### config.mk
export PLATFORM = sky130hd
export DESIGN_NAME = ddc_ctrl
export DESIGN_NICKNAME = d
export VERILOG_FILES = /design/src/rtl/ddc_ctrl.sv
export SDC_FILE = /design/constraint.sdc
export NUM_CORES = 1
export LEC_CHECK = 0
export ABC_AREA = 1
export CAP_MARGIN = 5
export CORE_UTILIZATION = 40
export CTS_CLUSTER_DIAMETER = 60
export CTS_CLUSTER_SIZE = 14
export DETAILED_ROUTE_END_ITERATION = 16
export PLACE_DENSITY = 0.74
export SETUP_SLACK_MARGIN = 0.2
export SLEW_MARGIN = 15
export SYNTH_ARGS = -nofsm -noshare
export SYNTH_HDL_FRONTEND = slang
export SYNTH_SLANG_ARGS = --single-unit
export TNS_END_PERCENT = 100
### constraint.sdc
create_clock -name clk -period 1.7 [get_ports clk]
set_input_delay 0.34 -clock clk [delete_from_list [all_inputs] [get_ports clk]]
set_output_delay 0.34 -clock clk [all_outputs]
set_load 0.1 [all_outputs]
### src/rtl/ddc_ctrl.sv
// ddc_ctrl: shadow/live configuration registers and retune sequencer for the DDC chain.
// Optional `DDC_CTRL_FAST_RETUNE_EN: frequency-only commits skip the DDC reset hold.
module ddc_ctrl #(
  parameter int FSZ            = 26,
  parameter int OSZ            = 16,
  parameter int RST_CYCLES     = 64,
  parameter int SETTLE_SAMPLES = 8
) (
  input  logic                  clk,
  input  logic                  reset,
  input  logic                  cfg_wr,
  input  logic [1:0]            cfg_addr,
  input  logic [31:0]           cfg_wdata,
  output logic [31:0]           cfg_rdata,
  output logic                  ddc_reset,
  output logic [FSZ-1:0]        ddc_lo_freq,
  output logic                  ddc_lo_ns_en,
  output logic                  ddc_iq_swap,
  input  logic                  ddc_valid,
  input  logic signed [OSZ-1:0] ddc_i,
  input  logic signed [OSZ-1:0] ddc_q,
  output logic                  out_valid,
  output logic signed [OSZ-1:0] out_i,
  output logic signed [OSZ-1:0] out_q,
  output logic                  busy
);

  typedef enum logic [1:0] {HOLD = 2'd0, SETTLE = 2'd1, RUN = 2'd2} state_t;

  localparam int HW            = $clog2(RST_CYCLES + 1);
  localparam int SW            = (SETTLE_SAMPLES > 0) ? $clog2(SETTLE_SAMPLES + 1) : 1;
  localparam int HOLD_LAST_I   = RST_CYCLES - 1;
  localparam int SETTLE_LAST_I = (SETTLE_SAMPLES > 0) ? SETTLE_SAMPLES - 1 : 0;
  localparam logic [HW-1:0] HOLD_LAST   = HOLD_LAST_I[HW-1:0];
  localparam logic [SW-1:0] SETTLE_LAST = SETTLE_LAST_I[SW-1:0];
  localparam state_t AFTER_HOLD = (SETTLE_SAMPLES == 0) ? RUN : SETTLE;

  state_t                state_reg, state_next;
  logic [HW-1:0]         hold_cnt_reg, hold_cnt_next;
  logic [SW-1:0]         settle_cnt_reg, settle_cnt_next;
  logic [15:0]           retune_cnt_reg, retune_cnt_next;
  logic [FSZ-1:0]        sh_freq_reg, sh_freq_next;
  logic                  sh_ns_reg, sh_ns_next;
  logic                  sh_iq_reg, sh_iq_next;
  logic [FSZ-1:0]        freq_reg, freq_next;
  logic                  ns_reg, ns_next;
  logic                  iq_reg, iq_next;
  logic                  out_valid_reg, out_valid_next;
  logic signed [OSZ-1:0] out_i_reg, out_i_next;
  logic signed [OSZ-1:0] out_q_reg, out_q_next;
  logic [31:0]           rdata_reg, rdata_next;
  logic                  apply;
  logic                  fast;
  logic                  wdata_unused;

  assign apply = cfg_wr && (cfg_addr == 2'd2) && cfg_wdata[0];

`ifdef DDC_CTRL_FAST_RETUNE_EN
  // Only a settled or running DDC may skip the flush; an in-progress hold always completes.
  assign fast = (state_reg != HOLD) && (sh_ns_reg == ns_reg) && (sh_iq_reg == iq_reg);
`else
  assign fast = 1'b0;
`endif

  assign wdata_unused = &{1'b0, cfg_wdata};

  always_comb begin
    state_next      = state_reg;
    hold_cnt_next   = hold_cnt_reg;
    settle_cnt_next = settle_cnt_reg;
    retune_cnt_next = retune_cnt_reg;
    sh_freq_next    = sh_freq_reg;
    sh_ns_next      = sh_ns_reg;
    sh_iq_next      = sh_iq_reg;
    freq_next       = freq_reg;
    ns_next         = ns_reg;
    iq_next         = iq_reg;
    out_valid_next  = 1'b0;
    out_i_next      = out_i_reg;
    out_q_next      = out_q_reg;
    rdata_next      = 32'd0;

    if (cfg_wr && cfg_addr == 2'd0) sh_freq_next = cfg_wdata[FSZ-1:0];
    if (cfg_wr && cfg_addr == 2'd1) {sh_iq_next, sh_ns_next} = cfg_wdata[1:0];

    if (apply) begin
      freq_next       = sh_freq_reg;
      ns_next         = sh_ns_reg;
      iq_next         = sh_iq_reg;
      retune_cnt_next = retune_cnt_reg + 16'd1;
      hold_cnt_next   = '0;
      settle_cnt_next = '0;
      state_next      = fast ? AFTER_HOLD : HOLD;
    end else begin
      case (state_reg)
        HOLD: begin
          if (hold_cnt_reg == HOLD_LAST) begin
            state_next      = AFTER_HOLD;
            settle_cnt_next = '0;
          end else begin
            hold_cnt_next = hold_cnt_reg + 1'b1;
          end
        end
        SETTLE: begin
          if (ddc_valid) begin
            if (settle_cnt_reg == SETTLE_LAST) state_next = RUN;
            else settle_cnt_next = settle_cnt_reg + 1'b1;
          end
        end
        RUN: begin
          out_valid_next = ddc_valid;
          if (ddc_valid) begin
            out_i_next = ddc_i;
            out_q_next = ddc_q;
          end
        end
        default: begin
          state_next    = HOLD;
          hold_cnt_next = '0;
        end
      endcase
    end

    case (cfg_addr)
      2'd0:    rdata_next = 32'(sh_freq_reg);
      2'd1:    rdata_next = {30'd0, sh_iq_reg, sh_ns_reg};
      2'd2:    rdata_next = 32'd0;
      default: rdata_next = {retune_cnt_reg, 13'd0, state_reg, busy};
    endcase
  end

  always_ff @(posedge clk) begin
    if (reset) begin
      state_reg      <= HOLD;
      hold_cnt_reg   <= '0;
      settle_cnt_reg <= '0;
      retune_cnt_reg <= '0;
      sh_freq_reg    <= '0;
      sh_ns_reg      <= 1'b0;
      sh_iq_reg      <= 1'b0;
      freq_reg       <= '0;
      ns_reg         <= 1'b0;
      iq_reg         <= 1'b0;
      out_valid_reg  <= 1'b0;
      out_i_reg      <= '0;
      out_q_reg      <= '0;
      rdata_reg      <= '0;
    end else begin
      state_reg      <= state_next;
      hold_cnt_reg   <= hold_cnt_next;
      settle_cnt_reg <= settle_cnt_next;
      retune_cnt_reg <= retune_cnt_next;
      sh_freq_reg    <= sh_freq_next;
      sh_ns_reg      <= sh_ns_next;
      sh_iq_reg      <= sh_iq_next;
      freq_reg       <= freq_next;
      ns_reg         <= ns_next;
      iq_reg         <= iq_next;
      out_valid_reg  <= out_valid_next;
      out_i_reg      <= out_i_next;
      out_q_reg      <= out_q_next;
      rdata_reg      <= rdata_next;
    end
  end

  assign busy         = (state_reg != RUN);
  assign ddc_reset    = (state_reg == HOLD);
  assign ddc_lo_freq  = freq_reg;
  assign ddc_lo_ns_en = ns_reg;
  assign ddc_iq_swap  = iq_reg;
  assign out_valid    = out_valid_reg;
  assign out_i        = out_i_reg;
  assign out_q        = out_q_reg;
  assign cfg_rdata    = rdata_reg;

endmodule

======== Word-level counts from Yosys, hierarchy flattened ========
Cells that the tools add are included.
word-level totals
  logic and storage cells ................. 57
  input bits .............................. 70
  register bits ........................... 150
  output and inout bits ................... 95
operators by class
  bitwise logic cells ..................... 3
  $add $sub $neg .......................... 3
  eq/ne operators ......................... 12
  reductions and logical operators ........ 14
  muxes and demuxes ....................... 11
operators by type and width
  operator               number
  $pmux 32 s3            1
  $add 16x1->16 const B  1
  $pmux 7 s2             1
  $mux 4                 3
  $ne 2x2->1 const B     5
  $pmux 4 s2             1
  $reduce_and 4->1       2
  $add 7x1->7 const B    1
  $eq 7x6->1 const B     1
  $mux 7                 1
  $mux 2                 3
  $pmux 2 s3             1
  $add 4x1->4 const B    1
  $eq 2x1->1 const B     2
  $eq 2x2->1 const B     2
  $eq 4x3->1 const B     1
  $logic_and 1x1->1      4
  $logic_not 2->1        2
  $reduce_or 2->1        2
  $not 1->1              3
  $reduce_and 3->1       1
  $reduce_or 3->1        1
  $ne 2x1->1 const B     1
  $reduce_and 2->1       1
  $reduce_bool 2->1      1

======== Logic depth before layout (Yosys ltp) ========
  depth after elaboration ................. 5
  depth in mapped cells ................... 10
  depth with buffers taken out ............ 10

======== Worst setup path after synthesis ========
Ideal clock, no wire load.
  path type ............................... reg-to-reg
  start ................................... reg state_reg[0]
  end ..................................... reg settle_cnt_reg[1]
  arrival ................................. 1.949 ns
  period minus slack after synthesis ...... 2.063 ns
  cell stages (with the launch flop) ...... 8
  setup time .............................. 0.114 ns
  path slack .............................. -0.363 ns
  path through ............................ dfxtp_1 -> inv_1 -> ha_1 -> nand2_1 -> nand3_1 -> nand2_1 -> nand2_1 -> nor2_1
between the ends
  word-level cells in the longest chain between the ends .. 3
RTL lines
  item                                                              RTL line  text
  start: declaration                                                38        state_t state_reg, state_next;
  start signal: assignment                                          149       state_reg <= state_next;
  $logic_not 2->1 (*)                                               n/a
  via ddc_reset                                                     15        output logic ddc_reset,
  $ne 2x1->1 (no source line) or $reduce_bool 2->1 (tied branches)  n/a
  $reduce_and 4->1 (no source line)                                 n/a
  end signal: assignment                                            151       settle_cnt_reg <= settle_cnt_next;
  end: declaration                                                  40        logic [SW-1:0] settle_cnt_reg, settle_cnt_next;
Mark *: on every way through the listed nets, which the timed path passes. The rest lies on a longest branch.
A chain may end at the register's enable or synchronous reset.

======== Final worst setup path ========
  start ................................... reg state_reg[0]
  end ..................................... out busy
between the ends
  word-level cells in the longest chain between the ends .. 1
RTL lines
  item              RTL line  text
  $ne 2x2->1        166       assign busy = (state_reg != RUN);
  end: declaration  25        output logic busy
Every way passes these cells.

==> metrics <==
RSZ-0062 raised after global routing true; routed vias 5469; Gate power share 31.4%; Hold Fails Final Rpt 0; fill cell count around 980; asr flop ratio synth 0%; ANT cells 0; Pint between 7000 and 8000 uW; Unique masters post-synth 26; Setup Viol. Count Final 0; vias in the first global route just over 5000; worst hold path class in2reg; P&R area growth vs syn 70.5%; Synth Flop Type dfxtp_1; cell count after synthesis about 730; Bufs and invs on worst path 4; H-Tree Depth 4; commonest non-fill, non-tap cell in the layout dfxtp_1; CTS tree yes; DP Worst Slack -0.244 ns; clock tree buffer depth 2; Num Clock Sinks 150; clock buffer count from CTS 17; mapped cell area about 5600 sq um; Iter 0 DRT Violations between 300 and 400; DIE AREA between 10000 and 15000 sq um; # IOs approximately 170; FF+latch count, synth 150; Final ANT Viol Nets 0; Post-route DRC 0; sw power 3970 uW; most frequent cells in the layout dfxtp_1 (145), nor2_1 (129), buf_12 (102); sw frac between 30 and 40%; # port buffers approximately 160; Post-Route Setup TNS 0 ns; Die Span Y approximately 120 um; router iterations before antenna repair 7; WS Path Type reg2out; WL final 16500 um; Slew headroom 63.4%; critical path arrival around 1.4 ns; GRT Residual Overflow 0; Synth Warn # 0; Net count, final about 1000; EDFF count, synth 0; ordered list of cells on the worst path inv_4, ha_4, clkinvlp_4, buf_6, buf_12; share of layout cells above drive strength 1 approximately 25%; VDD IR-drop max about 1.0 mV; row cnt 42; syn nets about 810; pwr/cell area about 1200 nW/um^2; Core Area 13500 sq um; largest net degree at the start of global routing a little under 80; Max Cap Viol 0; Leak 0.00387 uW; worst reg2reg setup slack about 0.02 ns; crit-path max cell delay around 0.34 ns; max reg flops 32; clock-pin slew on the worst setup and hold paths 0.06 ns; Die Span X between 100 and 150 um; crit path time final 1.69 ns; clock network fraction of total power between 30% and 40%; fmax 593 MHz; clock latency on the worst-skew pair 0.42 ns; Final WS setup between 0.01 and 0.015 ns; Worst path slowest cell dfxtp_2; first-pass GRT wire length about 24000 um; gr usage total a little over a fifth; initial core utilization between 40% and 50%; final setup skew approximately 0.011 ns; Slew @ Worst Pin between 0.5 and 0.6 ns; root buffer cell clkbuf_16; CP max FO 3; Seq/Total Area, Yosys between 50% and 60%; GPL Wtd Cong slightly above 0.8; routed len/inst 14.8 um; endpoint class of the critical path output port; Total Power approximately 11000 uW; post-DR vias/cell about 4.9; fin crit share just under 100%; part of the power in registers around a third; Post-CTS Hold Fix Bufs 0; status finished clean; Max Slew Vio Count 0; Req. time, crit path ~1.4 ns; delay-heaviest family, CP buffers and inverters; Worst setup SP type register; initial antenna violation count 0; Syn Area/Cell about 7.7 sq um; HPWL Detailed about 10000 um
[stage by stage]
stage / std cells / hold slack (ns) / instance area (sq um) / util (%)
2_1_floorplan: 729 / 0.436 / 5650 / -
3_3_place_gp: 1056 / 0.447 / 8510 / 63.3
3_5_place_dp: 1056 / 0.461 / 8510 / 63.3
4_1_cts: 1094 / 0.271 / 9220 / 68.6
5_1_grt: 1110 / 0.316 / 9570 / 71.1
6_report: 1110 / 0.298 / 9570 / 71.1
[worst paths after layout]
kind                              endpoint  cells after the start                         start
setup / recovery                      busy                      5     state_reg[0]$_SDFFE_PP0P_
hold / removal     cfg_rdata[0]$_SDFF_PP0_                      4                         reset
setup reg to reg     out_q[9]$_SDFFE_PP0P_                      9     state_reg[0]$_SDFFE_PP0P_
hold reg to reg   cfg_rdata[17]$_SDFF_PP0_                      2  sh_freq_reg[17]$_SDFFE_PP0P_
[worst reg2reg max path, cell delays in order (launching register included)]
cell and delay (ns):
dfxtp_2 0.34, inv_4 0.08, ha_4 0.15, clkinvlp_4 0.09, buf_4 0.15, nor3_4 0.24
buf_6 0.20, clkbuf_16 0.18, o21ai_1 0.08, nor2_1 0.13
[layout make-up]
cell class	instances	area, sq um	area share (%)
tap	176	220	2.30
timing repair buffer	209	3110	32.5
clock buffer	20	447	4.67
sequential	150	3010	31.5
inverter	73	284	2.97
multi-input combinational	470	2340	24.5
clock inverter	12	153	1.60
[cell families (layout without fill, tap and decap cells)]
logic type	count (synthesis)	in the layout	share of synthesized area (%)
and+or+nand+nor	308	308	22.6
DFF	150	150	53.5
xor gates and xnor gates	1	1	0.156
AOI/OAI and AO/OA	155	155	14.6
adders and majority gates	6	6	1.34
buffers and inverters	109	314	7.76
[Yosys cell counts (7+ instances only)]
master	n	area share (%)
a211oi_1	13	1.7
nand3_1	29	2.6
nor2_1	147	9.8
clkbuf_1	18	1.2
nand2_1	98	6.6
dfxtp_1	150	54
nor3_1	20	1.8
a21oi_1	54	4.8
nand4_1	7	0.78
inv_1	70	4.7
buf_2	11	0.98
o21ai_0	84	7.5
[power by group through the flow]
stage / Clock [uW] / Combinational, uW / Sequential [uW]
after floorplan: 0 / 726 / 5310
after global placement: 0 / 3220 / 4070
after detailed placement: 0 / 3250 / 4090
after CTS: 3850 / 3350 / 4020
after global routing: 4010 / 3760 / 4080
final: 3810 / 3600 / 4040
[timing repair]
item,in CTS,in global routing
gates cloned,2,3
resized for setup,7,84
pin swaps,0,37
endpoints found under the setup margin,15,75
buffers inserted,4,13
[metal layers]
metal | GRT usage, % | up-vias | part of all wire [%]
met4 | 6.56 | 0 | 1.6
met3 | 9.29 | 19 | 8.2
met1 | 24.7 | 2521 | 39
met2 | 36.7 | 184 | 51
met5 | 0 | - | 0
li1 | - | 2745 | -
No activity file was read; power rests on OpenSTA's default activity.
==> edit (same settings) <==
Change the parameter `SETTLE_SAMPLES` from 8 to 16.
--- a/src/rtl/ddc_ctrl.sv
+++ b/src/rtl/ddc_ctrl.sv
@@ -4,7 +4,7 @@
   parameter int FSZ            = 26,
   parameter int OSZ            = 16,
   parameter int RST_CYCLES     = 64,
-  parameter int SETTLE_SAMPLES = 8
+  parameter int SETTLE_SAMPLES = 16
 ) (
   input  logic                  clk,
   input  logic                  reset,
Formal check against the unedited RTL: same outputs for any inputs over 4 cycles, from zero or initial values and one cycle with reset high; that may be too few to reach the edited logic, so the function may still have changed.
==> edit against the original RTL <==
- critical path depth stayed put
- clock power is 4% lower
- routed wire length down 8.0%
- non-clock buffer count decreased by 6
- power decreased by 0.64%
- cell area shrank 0.82%
- sequential cell count is 1 higher
- final cell count is 1.1% lower
- worst setup slack got worse by 0.0036 ns
- area after synthesis rose by 0.54%
- global-route usage fell by 0.82 points
- critical path type unchanged
==> edit: results (changes against the original RTL) <==
{
  "finish.net_count": {"value": 983, "change": "-1.4%"},
  "final_layout_size_suffix_gt1_share": {"value": 25.1, "unit": "%", "change": "+0.22 points"},
  "synth_cell_type_count": {"value": 30, "change": "+15%"},
  "grt_use_met1": {"value": 24.3, "unit": "%", "change": "-0.40 points"},
  "measured_slew_at_the_worst_slew_check_pin": {"value": 0.497, "unit": "ns", "change": "-0.0518 ns"},
  "placed_cells": {"value": 1054, "change": "-0.19%"},
  "global_route.usage.met2": {"value": 34.8, "unit": "%", "change": "-1.9 points"},
  "n_antenna_cell": {"value": 0, "change": "unchanged"},
  "place.gp.congestion": {"value": 0.821, "change": "+1.1%"},
  "synth-seq-area-share": {"value": 53.6, "unit": "%", "change": "+0.070 points"},
  "critPathArrivalTime": {"value": 1.35, "unit": "ns", "change": "about the same"},
  "cts_buffers": {"value": 17, "change": "unchanged"},
  "grt_start_max_net_pins": {"value": 48, "change": "-39%"},
  "via_per_instance_ratio": {"value": 4.92, "change": "-0.15%"},
  "synth_area_per_cell": {"value": 7.84, "unit": "um2", "change": "+1.8%"},
  "peakVddDrop": {"value": 0.000941, "unit": "V", "change": "-9.7%"},
  "grt_pass1_vias": {"value": 5039, "change": "-1.4%"},
  "first_pass_iters": {"value": 5, "change": "-2"},
  "leakagePower": {"value": 3.80, "unit": "nW", "change": "-1.9%"},
  "hpwl": {"value": 9850, "unit": "um", "change": "-4.0%"},
  "filler_cell_count": {"value": 989, "change": "+1.3%"},
  "synth.top_cells.by_count": "151 x sky130_fd_sc_hd__dfxtp_1, 144 x sky130_fd_sc_hd__nor2_1, 82 x sky130_fd_sc_hd__nand2_1",
  "grt_use_met3": {"value": 7.36, "unit": "%", "change": "-1.9 points"},
  "h-tree-depth": {"value": 4, "change": "unchanged"},
  "synth_nets": {"value": 797, "change": "-0.99%"},
  "path_max_fanout": {"value": 3, "change": "unchanged"},
  "worst_clk_skew": {"value": 0.00870, "unit": "ns", "change": "-0.00261 ns"},
  "globalRouteTotalUtil": {"value": 20.9, "unit": "%", "change": "-0.82 points"},
  "crit_slowest_cell": "sky130_fd_sc_hd__dfxtp_2",
  "synth.area.top_cells": "sky130_fd_sc_hd__dfxtp_1 54%, sky130_fd_sc_hd__nor2_1 9.6%, sky130_fd_sc_hd__o21ai_0 7.1%",
  "path_clk_slew": {"value": 0.06, "unit": "ns", "change": "about the same"},
  "vias": {"value": 5402, "change": "-1.2%"},
  "post_drt_wl_per_cell": {"value": 13.8, "unit": "um", "change": "-7.0%"},
  "pre_cts_slack": {"value": -0.202, "unit": "ns", "change": "+0.0421 ns"},
  "status": "finished, final reports clean",
  "iteration_0_drc_count_of_the_detailed_router": {"value": 330, "change": "-17%"},
  "grt_first_pass_wirelength": {"value": 23800, "unit": "um", "change": "-2.5%"}
}
edit: changes by cell type in the layout (fill, tap and decap cells not counted), sizes merged, moves of 2 or more:
cell           unedited run  this run
nand2                   101        84
a21oi                    54        57
buf                     144       141
clkinv                    5         2
xor2                      0         3
clkbuf                   23        21
clkdlybuf4s50            58        60
nand3b                    0         2
nor3                     21        23
o21ai                    84        86
o21bai                    2         0
edit: kinds of logic (layout without fill, tap and decap cells):
group / Yosys count / count (layout) / synth area share [%]
buffers and inverters: 106 / 304 / 7.58
adders and majority gates: 7 / 7 / 1.55
and+or+nand+nor: 294 / 294 / 21.9
DFF: 151 / 151 / 53.6
xor gates and xnor gates: 4 / 4 / 0.621
AOI/OAI and AO/OA: 158 / 158 / 14.7
edit: worst paths after layout:
| path | cells after the start | slack (ns) | startpoint | endpoint |
|---|---|---|---|---|
| worst min register to register | 2 | 0.46 | sh_freq_reg[16] | cfg_rdata[16] |
| worst min-delay path | 4 | 0.33 | reset | sh_freq_reg[15] |
| worst max-delay path | 5 | 0.01 | state_reg[0] | busy |
| worst max register to register | 10 | 0.14 | state_reg[0] | settle_cnt_reg[4] |
edit: critical path: cells and delay by family, from the launching register on:
family	cells	cell delay, ns
adders and majority gates	1	0.16
buffers and inverters	4	0.42
DFF	1	0.35
edit: cell type report:
| type | instances | area [um2] | share of cell area (%) |
|---|---|---|---|
| Clock buffer | 21 | 450 | 4.75 |
| Clock inverter | 10 | 124 | 1.31 |
| Inverter | 70 | 282 | 2.97 |
| Multi-Input combinational cell | 463 | 2400 | 25.3 |
| Sequential cell | 151 | 3030 | 32.0 |
| Tap cell | 180 | 225 | 2.37 |
| Timing Repair Buffer | 203 | 2980 | 31.4 |
edit: power breakdown:
| group | internal, W | leakage (nW) | switching, W |
|---|---|---|---|
| combinational | 0.00140 | 2.31 | 0.00230 |
| sequential | 0.00381 | 1.23 | 0.000238 |
| clock | 0.00220 | 0.262 | 0.00144 |
| total | 0.00741 | 3.80 | 0.00397 |
edit: metrics by stage:
| stage | TNS, ns | hold slack, ns | instance area (um2) |
|---|---|---|---|
| 3_3_place_gp | -10.24 | 0.443 | 8570 |
| 3_5_place_dp | -12.79 | 0.454 | 8570 |
| 4_1_cts | 0 | 0.312 | 9250 |
| 6_report | 0 | 0.326 | 9490 |
| 2_1_floorplan | 0 | 0.432 | 5660 |
| 5_1_grt | -0.0327 | 0.342 | 9490 |
edit: timing repair:
item	in CTS	in global routing
endpoints found under the hold margin	0	0
gates resized for setup	18	56
buffers inserted	5	8
pin swaps	2	16
endpoints found under the setup margin	14	42
edit: layer usage:
| metal | wire (um) | vias to the layer above |
|---|---|---|
| li1 | - | 2710 |
| met1 | 6120 | 2476 |
| met2 | 7450 | 184 |
| met3 | 1210 | 32 |
| met4 | 355 | 0 |
| met5 | 0 | - |
